File: src/rtl/fetch_branch_unit.sv
// Fetch/branch controller on the consumer side of a non-stalling PC: fetches on even PC, presents on odd.
// Optional taken-branch counter enabled by defining BRANCH_COUNT_EN.
module fetch_branch_unit #(
  parameter int unsigned INSTR_W = 16,
  parameter logic [3:0]  OPC_JMP = 4'hF,
  parameter logic [3:0]  OPC_BRZ = 4'hE
) (
  input  logic               clk,
  input  logic               reset,
  input  logic [15:0]        pc_in,
  input  logic               exec_flag,
  input  logic               cond_flag,
  output logic               mem_req,
  output logic [14:0]        mem_addr,
  input  logic               mem_ready,
  input  logic [INSTR_W-1:0] mem_rdata,
  output logic [INSTR_W-1:0] instr,
  output logic               instr_valid,
  output logic               load_enable,
  output logic [15:0]        load_addr,
  output logic               phase_err,
  output logic [15:0]        branch_count
);

  typedef enum logic [1:0] {FETCH, EXEC, REPLAY} state_t;

  state_t               state;
  logic                 buf_valid;
  logic [14:0]          buf_addr;
  logic [14:0]          saved_addr;
  logic [INSTR_W-1:0]   buf_data;

  logic [14:0]          word_addr;
  logic                 pc_phase_unused;
  logic                 hit;
  logic                 fetch_done;
  logic                 taken;
  logic [INSTR_W-1:0]   fetch_word;

  assign word_addr       = pc_in[15:1];
  assign pc_phase_unused = pc_in[0];

  always_comb begin
    hit        = buf_valid && (buf_addr == word_addr);
    fetch_word = hit ? buf_data : mem_rdata;
    fetch_done = (state == FETCH) && !exec_flag && (hit || mem_ready);
    taken      = (fetch_word[15:12] == OPC_JMP) ||
                 ((fetch_word[15:12] == OPC_BRZ) && cond_flag);
    mem_req    = 1'b0;
    mem_addr   = '0;
    // Gated by reset so the request drops the instant reset asserts.
    if (reset) begin
      case (state)
        FETCH: begin
          if (!exec_flag && !hit) begin
            mem_req  = 1'b1;
            mem_addr = word_addr;
          end
        end
        REPLAY: begin
          mem_req  = 1'b1;
          mem_addr = saved_addr;
        end
        default: ;
      endcase
    end
  end

  always_ff @(posedge clk or negedge reset) begin
    if (!reset) begin
      state       <= FETCH;
      buf_valid   <= 1'b0;
      buf_addr    <= '0;
      buf_data    <= '0;
      saved_addr  <= '0;
      instr       <= '0;
      instr_valid <= 1'b0;
      load_enable <= 1'b0;
      load_addr   <= '0;
      phase_err   <= 1'b0;
    end else begin
      phase_err <= 1'b0;
      case (state)
        FETCH: begin
          if (exec_flag) begin
            phase_err   <= 1'b1;
            instr_valid <= 1'b0;
            load_enable <= 1'b0;
          end else begin
            buf_valid <= 1'b0;
            if (fetch_done) begin
              instr       <= fetch_word;
              instr_valid <= 1'b1;
              state       <= EXEC;
              load_enable <= taken;
              if (taken) load_addr <= {4'b0, fetch_word[11:0]};
            end else begin
              // Miss: reload the PC to this word so the next fetch phase retries it.
              state       <= REPLAY;
              load_enable <= 1'b1;
              load_addr   <= {1'b0, word_addr};
              saved_addr  <= word_addr;
              instr_valid <= 1'b0;
            end
          end
        end
        EXEC: begin
          state       <= FETCH;
          instr_valid <= 1'b0;
          load_enable <= 1'b0;
        end
        REPLAY: begin
          if (mem_ready) begin
            buf_data  <= mem_rdata;
            buf_addr  <= saved_addr;
            buf_valid <= 1'b1;
          end
          state       <= FETCH;
          load_enable <= 1'b0;
        end
        default: state <= FETCH;
      endcase
    end
  end

`ifdef BRANCH_COUNT_EN
  logic [15:0] branch_cnt;

  always_ff @(posedge clk or negedge reset) begin
    if (!reset) begin
      branch_cnt <= '0;
    end else if (fetch_done && taken && (branch_cnt != '1)) begin
      branch_cnt <= branch_cnt + 16'd1;
    end
  end

  assign branch_count = branch_cnt;
`else
  assign branch_count = '0;
`endif

endmodule

File: config.mk
export PLATFORM = sky130hd
export DESIGN_NAME = fetch_branch_unit
export DESIGN_NICKNAME = d
export VERILOG_FILES = /design/src/rtl/fetch_branch_unit.sv
export SDC_FILE = /design/constraint.sdc
export NUM_CORES = 1
export LEC_CHECK = 0
export CAP_MARGIN = 20
export CORE_MARGIN = 2
export CORE_UTILIZATION = 50
export DETAILED_ROUTE_END_ITERATION = 8
export PLACE_DENSITY = 0.9
export REMOVE_ABC_BUFFERS = 1
export SLEW_MARGIN = 20
export SYNTH_ARGS = -nofsm -noshare
export SYNTH_HDL_FRONTEND = slang
export SYNTH_SLANG_ARGS = --single-unit
File: constraint.sdc
create_clock -name clk -period 3.06 [get_ports clk]
set_input_delay 0.612 -clock clk [delete_from_list [all_inputs] [get_ports clk]]
set_output_delay 0.612 -clock clk [all_outputs]
set_load 0.03 [all_outputs]
==> reports/results.tsv, run 1 <==
stage	metric	value	unit
setup_path	r2r_start	buf_addr[10]	
timing	worst_pin_slew	0.744	ns
drt	drc	0	
global_routing	busiest_layer	met2	
yosys	syn_avg_cell_area	11.3	sq um
setup_path	r2r_slack	0.18	ns
global_routing	grtUsageTotal	0.239	
place	placed_area	5520	sq um
yosys	yosysWarnings	0	
place	port_buffers	85	
clocking	htreeDepth	3	
pwr	p_seq_frac	0.411	
yosys	netlist-cell-type-count	35	
setup_path	end_kind	flop	
clocking	cts_tree	built	
drt	totalWireLength	11100	um
clocking	cts_inserted_buffers	9	
pwr	p_switching	1.64	mW
pwr	power_density	785	nW/um^2
cells_and_area	fin_area	5810	sq um
yosys	synth-compound-area-share	0.0871	
yosys	yosys.area.top_type_share	0.475	
pwr	swShare	0.359	
timing	fin_crit_sh	0.979	
setup_path	slowest_stage	mux2_2	
global_routing	grt_antenna_before_repair	0	
pwr	irDropWorstVdd	0.357	mV
cells_and_area	postLayoutCoreUtil	0.676	
timing	final.setup.worst_slack	0.0637	ns
yosys	async_reset_ff_frac	1.00	
cells_and_area	drive_above_1_share	0.292	
timing	timing.fmax	0.334	GHz
place	gp_congestion	0.837	
timing	finalSetupTns	0	ns
pwr	combinationalPowerShare	0.410	
timing	finClkSkew	0.0125	ns
timing	grt_setup_unrepaired	false	
yosys	syn_inst	385	
timing	hold_viol	0	
drt	dr.pass1.iters	4	
drt	via_per_inst	5.40	
cells_and_area	multi_input_area	2120	sq um
yosys	yosys.area_share.xor_xnor	0.0301	
global_routing	met2_usage	0.398	
clocking	ctsRootBufferMaster	clkbuf_8	
floorplan	design.portCount	104	
setup_path	arrival	3.22	ns
setup_path	reg2reg_to	saved_addr[8]	
yosys	yosys_most_used_dff	dfrtp_1	
yosys	netlist_area	4370	sq um
floorplan	dieArea	9500	sq um
yosys	synth-seq-cells	83	
clocking	clock-sinks	83	
setup_path	critical_path.max_fanout	19	
drt	drtIter0Drc	190	
floorplan	fp.dieH	97.5	um
setup_path	cp_num_buf_inv	12	
floorplan	die_w	97.5	um
place	post-dp-hpwl	7490	um
timing	finalCriticalPeriod	3.00	ns
global_routing	grt_use_met1	0.313	
run	drv_cap	0	
global_routing	grt_pass1_vias	3597	
drt	ant_nets	0	
min_path	min_path_type	in -> async	
pwr	p_leak	2.63	nW
drt	via_count	3361	
cells_and_area	finalNetCount	549	
setup_path	reg2regPathDepth	16	
yosys	synth_mux_area_frac	0.229	
global_routing	grt_overflow	0	
setup_path	crit_family	buffers and inverters	
global_routing	grt_max_degree	84	
yosys	synth_most_common_cell	dfrtp_1	
yosys	yosysSeqAreaShare	0.475	
cells_and_area	fillers	634	
drt	routedWlPerCell	17.8	um
clocking	clk_path_buf_depth	2	
place	dp_slack	-0.746	ns
setup_path	slowest_delay	0.29	ns
clocking	clk_latency	0.34	ns
outcome	status	finished clean	
global_routing	grt_pass1_wl	18100	um
yosys	synth-edff-count	0	
yosys	yosys-top-cells-area	dfrtp_1 (48%), mux2_2 (13%), mux2i_1 (6.9%)	
timing	drv_slew	0	
pwr	power_frac_clock	0.180	
global_routing	met3_usage	0.0540	
cells_and_area	synthToLayoutAreaGrowth	33.0	%
cells_and_area	regArea	2080	sq um
clocking	path_clk_slew	0.08	ns
setup_path	cp_cell_sequence	dlygate4sd2_1, xnor2_1, nand4_1, buf_4, buf_4, buf_4, buf_4, buf_4, buf_4, buf_4, buf_4, buf_4, nor4_4, buf_4, nor3_2, buf_6, mux2_2	
yosys	synthSimpleGateAreaFrac	0.107	
yosys	synth_adder_area_share	0.0115	
floorplan	core-area	8590	sq um
floorplan	start_util	0.508	
setup_path	worstSetupStartpointType	primary input	
timing	holdWs	0.434	ns
setup_path	critical_path_required	3.28	ns
clocking	cts_hold_buf	0	
pwr	p_int	2.92	mW
setup_path	cpMostUsedCell	buf_4	
floorplan	num_rows	34	
setup_path	crit_type	in -> reg	
yosys	synth_top_family_by_area	multiplexers	
timing	setup_viol	0	
yosys	synth_area_leader_cell	dfrtp_1	
yosys	ys_top_cells_by_count	dfrtp_1 (83), mux2_2 (51), nand2_1 (32), a21oi_1 (31), mux2i_1 (30)	
timing	slew_headroom	0.504	
==> flip-flops by register name (all words and copies together), names as in the netlist <==
signal / flops
instr_valid: 1
load_addr: 15
load_enable: 1
buf_addr: 15
state: 2
phase_err: 1
buf_valid: 1
buf_data: 16
instr: 16
saved_addr: 15
==> worst max path at each step <==
stage | from | end | cells past startpoint
global placement | pc_in[2] | mem_req | 8
global route | pc_in[8] | saved_addr[8] | 17
CTS | pc_in[12] | mem_req | 8
finish | pc_in[8] | saved_addr[8] | 17
floorplan | state[0] | mem_addr[0] | 6
detailed placement | pc_in[2] | mem_addr[1] | 8
==> worst reg2reg max path, cell delays in order, from the launching register on <==
cell and delay (ns):
dfrtp_1 0.40, xnor2_1 0.18, nand4_1 0.19, buf_4 0.19, buf_4 0.12, buf_4 0.12, buf_4 0.12, buf_4 0.12
buf_4 0.12, buf_4 0.12, buf_4 0.13, buf_4 0.13, nor4_4 0.11, buf_4 0.19, nor3_2 0.05, buf_6 0.18
mux2_2 0.30
==> metal layers <==
| metal | routed length [um] | vias up |
|---|---|---|
| met5 | 0 | - |
| met4 | 174 | 0 |
| met3 | 642 | 15 |
| met2 | 5440 | 127 |
| met1 | 4810 | 1654 |
| li1 | - | 1565 |
==> power groups by stage <==
stage          clock network (mW)  registers, mW  logic (mW)
4_1_cts                     0.835           1.86        1.87
3_3_place_gp                    0           1.84        1.81
6_report                    0.820           1.87        1.87
3_5_place_dp                    0           1.88        1.86
2_1_floorplan                   0           2.13       0.825
5_1_grt                     0.888           1.93        1.99
==> cell usage in the layout, fill, tap and decap left out, types with 3 or more instances in the layout <==
| cell type | Yosys | routed |
|---|---|---|
| a21oi_1 | 31 | 31 |
| and2_1 | 17 | 17 |
| buf_12 | 0 | 3 |
| buf_2 | 4 | 8 |
| buf_4 | 17 | 50 |
| buf_6 | 0 | 7 |
| clkbuf_8 | 0 | 12 |
| clkdlybuf4s50_1 | 0 | 53 |
| conb_1 | 1 | 17 |
| dfrtp_1 | 83 | 83 |
| dlygate4sd2_1 | 0 | 12 |
| dlymetal6s2s_1 | 0 | 3 |
| ha_1 | 4 | 4 |
| inv_1 | 6 | 6 |
| mux2_2 | 51 | 51 |
| mux2_4 | 7 | 7 |
| mux2i_1 | 30 | 30 |
| nand2_1 | 32 | 32 |
| nand3_1 | 15 | 15 |
| nand4_1 | 4 | 4 |
| nor2b_1 | 13 | 13 |
| o2bb2ai_1 | 19 | 19 |
| xnor2_1 | 15 | 14 |
==> logic make-up after synthesis <==
group / after synthesis
compound gates: 58
flops: 83
fa+ha+maj: 4
mux: 89
simple gates: 88
buf+inv: 47
xor+xnor: 15
other cells: 1
==> cell type report <==
cell class | instances | area share
multi-input combinational | 271 | 0.365
inverter | 6 | 0.00388
antenna | 1 | 0.000431
clock buffer | 12 | 0.0284
tap | 108 | 0.0233
timing repair buffer | 137 | 0.214
clock inverter | 4 | 0.00818
sequential | 83 | 0.357
==> repair_timing <==
action / in CTS / in global routing
pin swaps: 5 / 5
gates cloned: 1 / 0
setup endpoints to repair: 31 / 25
buffers inserted: 12 / 0
hold endpoints to repair: 0 / 0
gates resized for setup: 110 / 5
==> metrics by stage <==
| stage | total power, mW | cells |
|---|---|---|
| after floorplan | 2.96 | 360 |
| after global placement | 3.65 | 592 |
| after detailed placement | 3.74 | 592 |
| after CTS | 4.57 | 621 |
| after global routing | 4.81 | 621 |
| final | 4.56 | 622 |
(Power assumes the default switching activity.)
==> inputs of run 2 (changes only) <==
Settings changed: CAP_MARGIN 20 to default.
==> results of run 2 <==
No change in the layout: final DEF, timing and power equal those of run 1.
==> inputs of run 3 (changes only) <==
==> constraint.sdc (replaced) <==
create_clock -name clk -period 3.06 [get_ports clk]
set_input_delay 0.459 -clock clk [delete_from_list [all_inputs] [get_ports clk]]
set_output_delay 0.459 -clock clk [all_outputs]
set_load 0.03 [all_outputs]
==> run 3 against run 2 <==
Wire length is 3.9% lower. Non-clock buffer count shrank 14. Critical path type is now in -> out. Clock power shrank 4.8%. Worst hold slack got worse by 0.15 ns. Critical endpoint is now mem_addr[0]. Combinational power down 2%. Sequential power about the same. Total power is 1.6% lower. Global-route usage is 1.4 points lower.
==> reports/results.tsv, run 3 (synthesized netlist as in run 1, its figures left out) <==
stage	metric	value	unit
outcome	status	finished clean	
global_routing	grt_pass1_vias	3531	
drt	via_count	3257	
pwr	finalPower	4.48	mW
timing	fin_crit_sh	0.947	
timing	final.setup.worst_slack	0.161	ns
pwr	swShare	0.363	
floorplan	design.portCount	104	
place	dpl.cell_count	591	
timing	slew_headroom	0.507	
global_routing	grtUsageTotal	0.225	
cells_and_area	top_regs	buf_data x16, instr x16	
place	dp_slack	-0.493	ns
timing	grt_setup_unrepaired	false	
cells_and_area	drive_above_1_share	0.263	
pwr	p_switching	1.63	mW
setup_path	slowest_stage	or4_4	
timing	drv_slew	0	
clocking	clk_path_buf_depth	2	
clocking	cts_inserted_buffers	9	
drt	drc	0	
setup_path	cp_cell_sequence	clkdlybuf4s50_1, xnor2_1, nand4_1, or4_4, buf_6, nand3_1, a21oi_1, buf_4	
setup_path	slowest_delay	0.58	ns
cells_and_area	postLayoutCoreUtil	0.656	
pwr	irDropWorstVdd	0.413	mV
cells_and_area	finalNetCount	535	
drt	routedWlPerCell	17.5	um
floorplan	num_rows	34	
setup_path	critical_path.max_fanout	11	
pwr	p_int	2.86	mW
clocking	htreeDepth	3	
clocking	path_clk_slew	0.08	ns
timing	setup_viol	0	
timing	finClkSkew	0.00940	ns
floorplan	core-area	8590	sq um
floorplan	dieArea	9500	sq um
place	port_buffers	85	
clocking	ctsRootBufferMaster	clkbuf_8	
floorplan	fp.dieH	97.5	um
global_routing	grt_antenna_before_repair	0	
drt	via_per_inst	5.37	
clocking	clock-sinks	83	
pwr	p_leak	2.50	nW
setup_path	worstSetupStartpointType	primary input	
pwr	power_frac_clock	0.174	
clocking	clk_latency	0.35	ns
timing	worst_pin_slew	0.739	ns
pwr	p_seq_frac	0.418	
cells_and_area	synthToLayoutAreaGrowth	29.1	%
clocking	cts_tree	built	
cells_and_area	antenna_cells	0	
place	gp_congestion	0.851	
drt	dr.pass1.iters	4	
drt	drtIter0Drc	130	
pwr	combinationalPowerShare	0.408	
cells_and_area	stdcell_count	607	
setup_path	end_kind	output pin	
global_routing	grt_pass1_wl	17000	um
place	post-dp-hpwl	7630	um
setup_path	arrival	2.44	ns
floorplan	start_util	0.508	
global_routing	grt_overflow	0	
setup_path	critical_path_required	2.60	ns
setup_path	crit_type	in -> out	
cells_and_area	mostFrequentLayoutCell	dfrtp_1	
cells_and_area	fillers	654	
clocking	postCtsSetupBuffers	0	
global_routing	grt_max_degree	84	
min_path	min_path_type	in -> async	
pwr	power_density	795	nW/um^2
run	drv_cap	0	
drt	ant_nets	0	
timing	timing.fmax	0.345	GHz
floorplan	die_w	97.5	um
timing	hold_viol	0	
timing	finalCriticalPeriod	2.90	ns
timing	finalSetupTns	0	ns
cells_and_area	final_cell_mix	dfrtp_1 (83), clkdlybuf4s50_1 (67), mux2_2 (51), buf_4 (41), nand2_1 (32)	
drt	totalWireLength	10600	um
-- run 3: changes by cell type in the layout (fill, tap and decap cells not counted), moves of 2 or more --
cell             delta
buf_6               -4
dlygate4sd2_1      -11
clkbuf_8            -2
dlymetal6s2s_1      -3
clkdlybuf4s50_1    +14
clkbuf_1            +4
buf_4               -9
-- run 3: final cells by class --
cell class,instances,area [sq um],share of cell area
inverters,6,22.5,0.00399
well taps,108,135,0.0240
flip-flops and latches,83,2080,0.368
multi-input cells,271,2110,0.374
clock buffers,14,153,0.0271
clock inverters,2,35.0,0.00621
repair buffers,123,1110,0.196
-- run 3: repair_timing --
item	4_1_cts	5_1_grt
resized for setup	91	0
setup endpoints to repair	16	0
hold buffers	0	0
-- run 3: stage by stage --
step                hold WS (ns)  cell area, sq um
floorplan                  0.163              4200
global placement           0.474              5500
detailed placement         0.473              5500
CTS                        0.450              5630
global route               0.350              5640
finish                     0.282              5640
-- run 3: metal layers --
layer,part of all wire,GRT usage,vias up
met3,0.038,0.0388,15
met5,0,0,-
met1,0.44,0.283,1613
li1,-,-,1533
met4,0.014,0.0951,0
met2,0.51,0.384,96
-- run 3: critical path, delay by kind of cell --
kind	cells	cell delay [ns]
compound gates	1	0.09
buf+inv	3	0.90
xor+xnor	1	0.14
simple gates	3	0.86
-- run 3: power groups by stage --
stage               Clock (mW)  Combinational (mW)  Sequential (mW)
floorplan                    0               0.825             2.13
global placement             0                1.79             1.84
detailed placement           0                1.85             1.89
CTS                      0.790                1.84             1.87
global route             0.830                1.94             1.93
finish                   0.781                1.83             1.87
-- run 3: final timing paths --
kind / startpoint / to / slack, ns / depth (start not counted)
setup reg to reg: buf_addr[1] / load_addr[2] / 0.43 / 8
min in group clk: instr[8] / instr[8] / 0.49 / 1
hold reg to reg: instr[8] / instr[8] / 0.49 / 1
hold / removal: reset / load_addr[2] / 0.28 / 2
setup / recovery: pc_in[8] / mem_addr[0] / 0.16 / 8
max in group asynchronous: reset / buf_addr[8] / 2.29 / 2
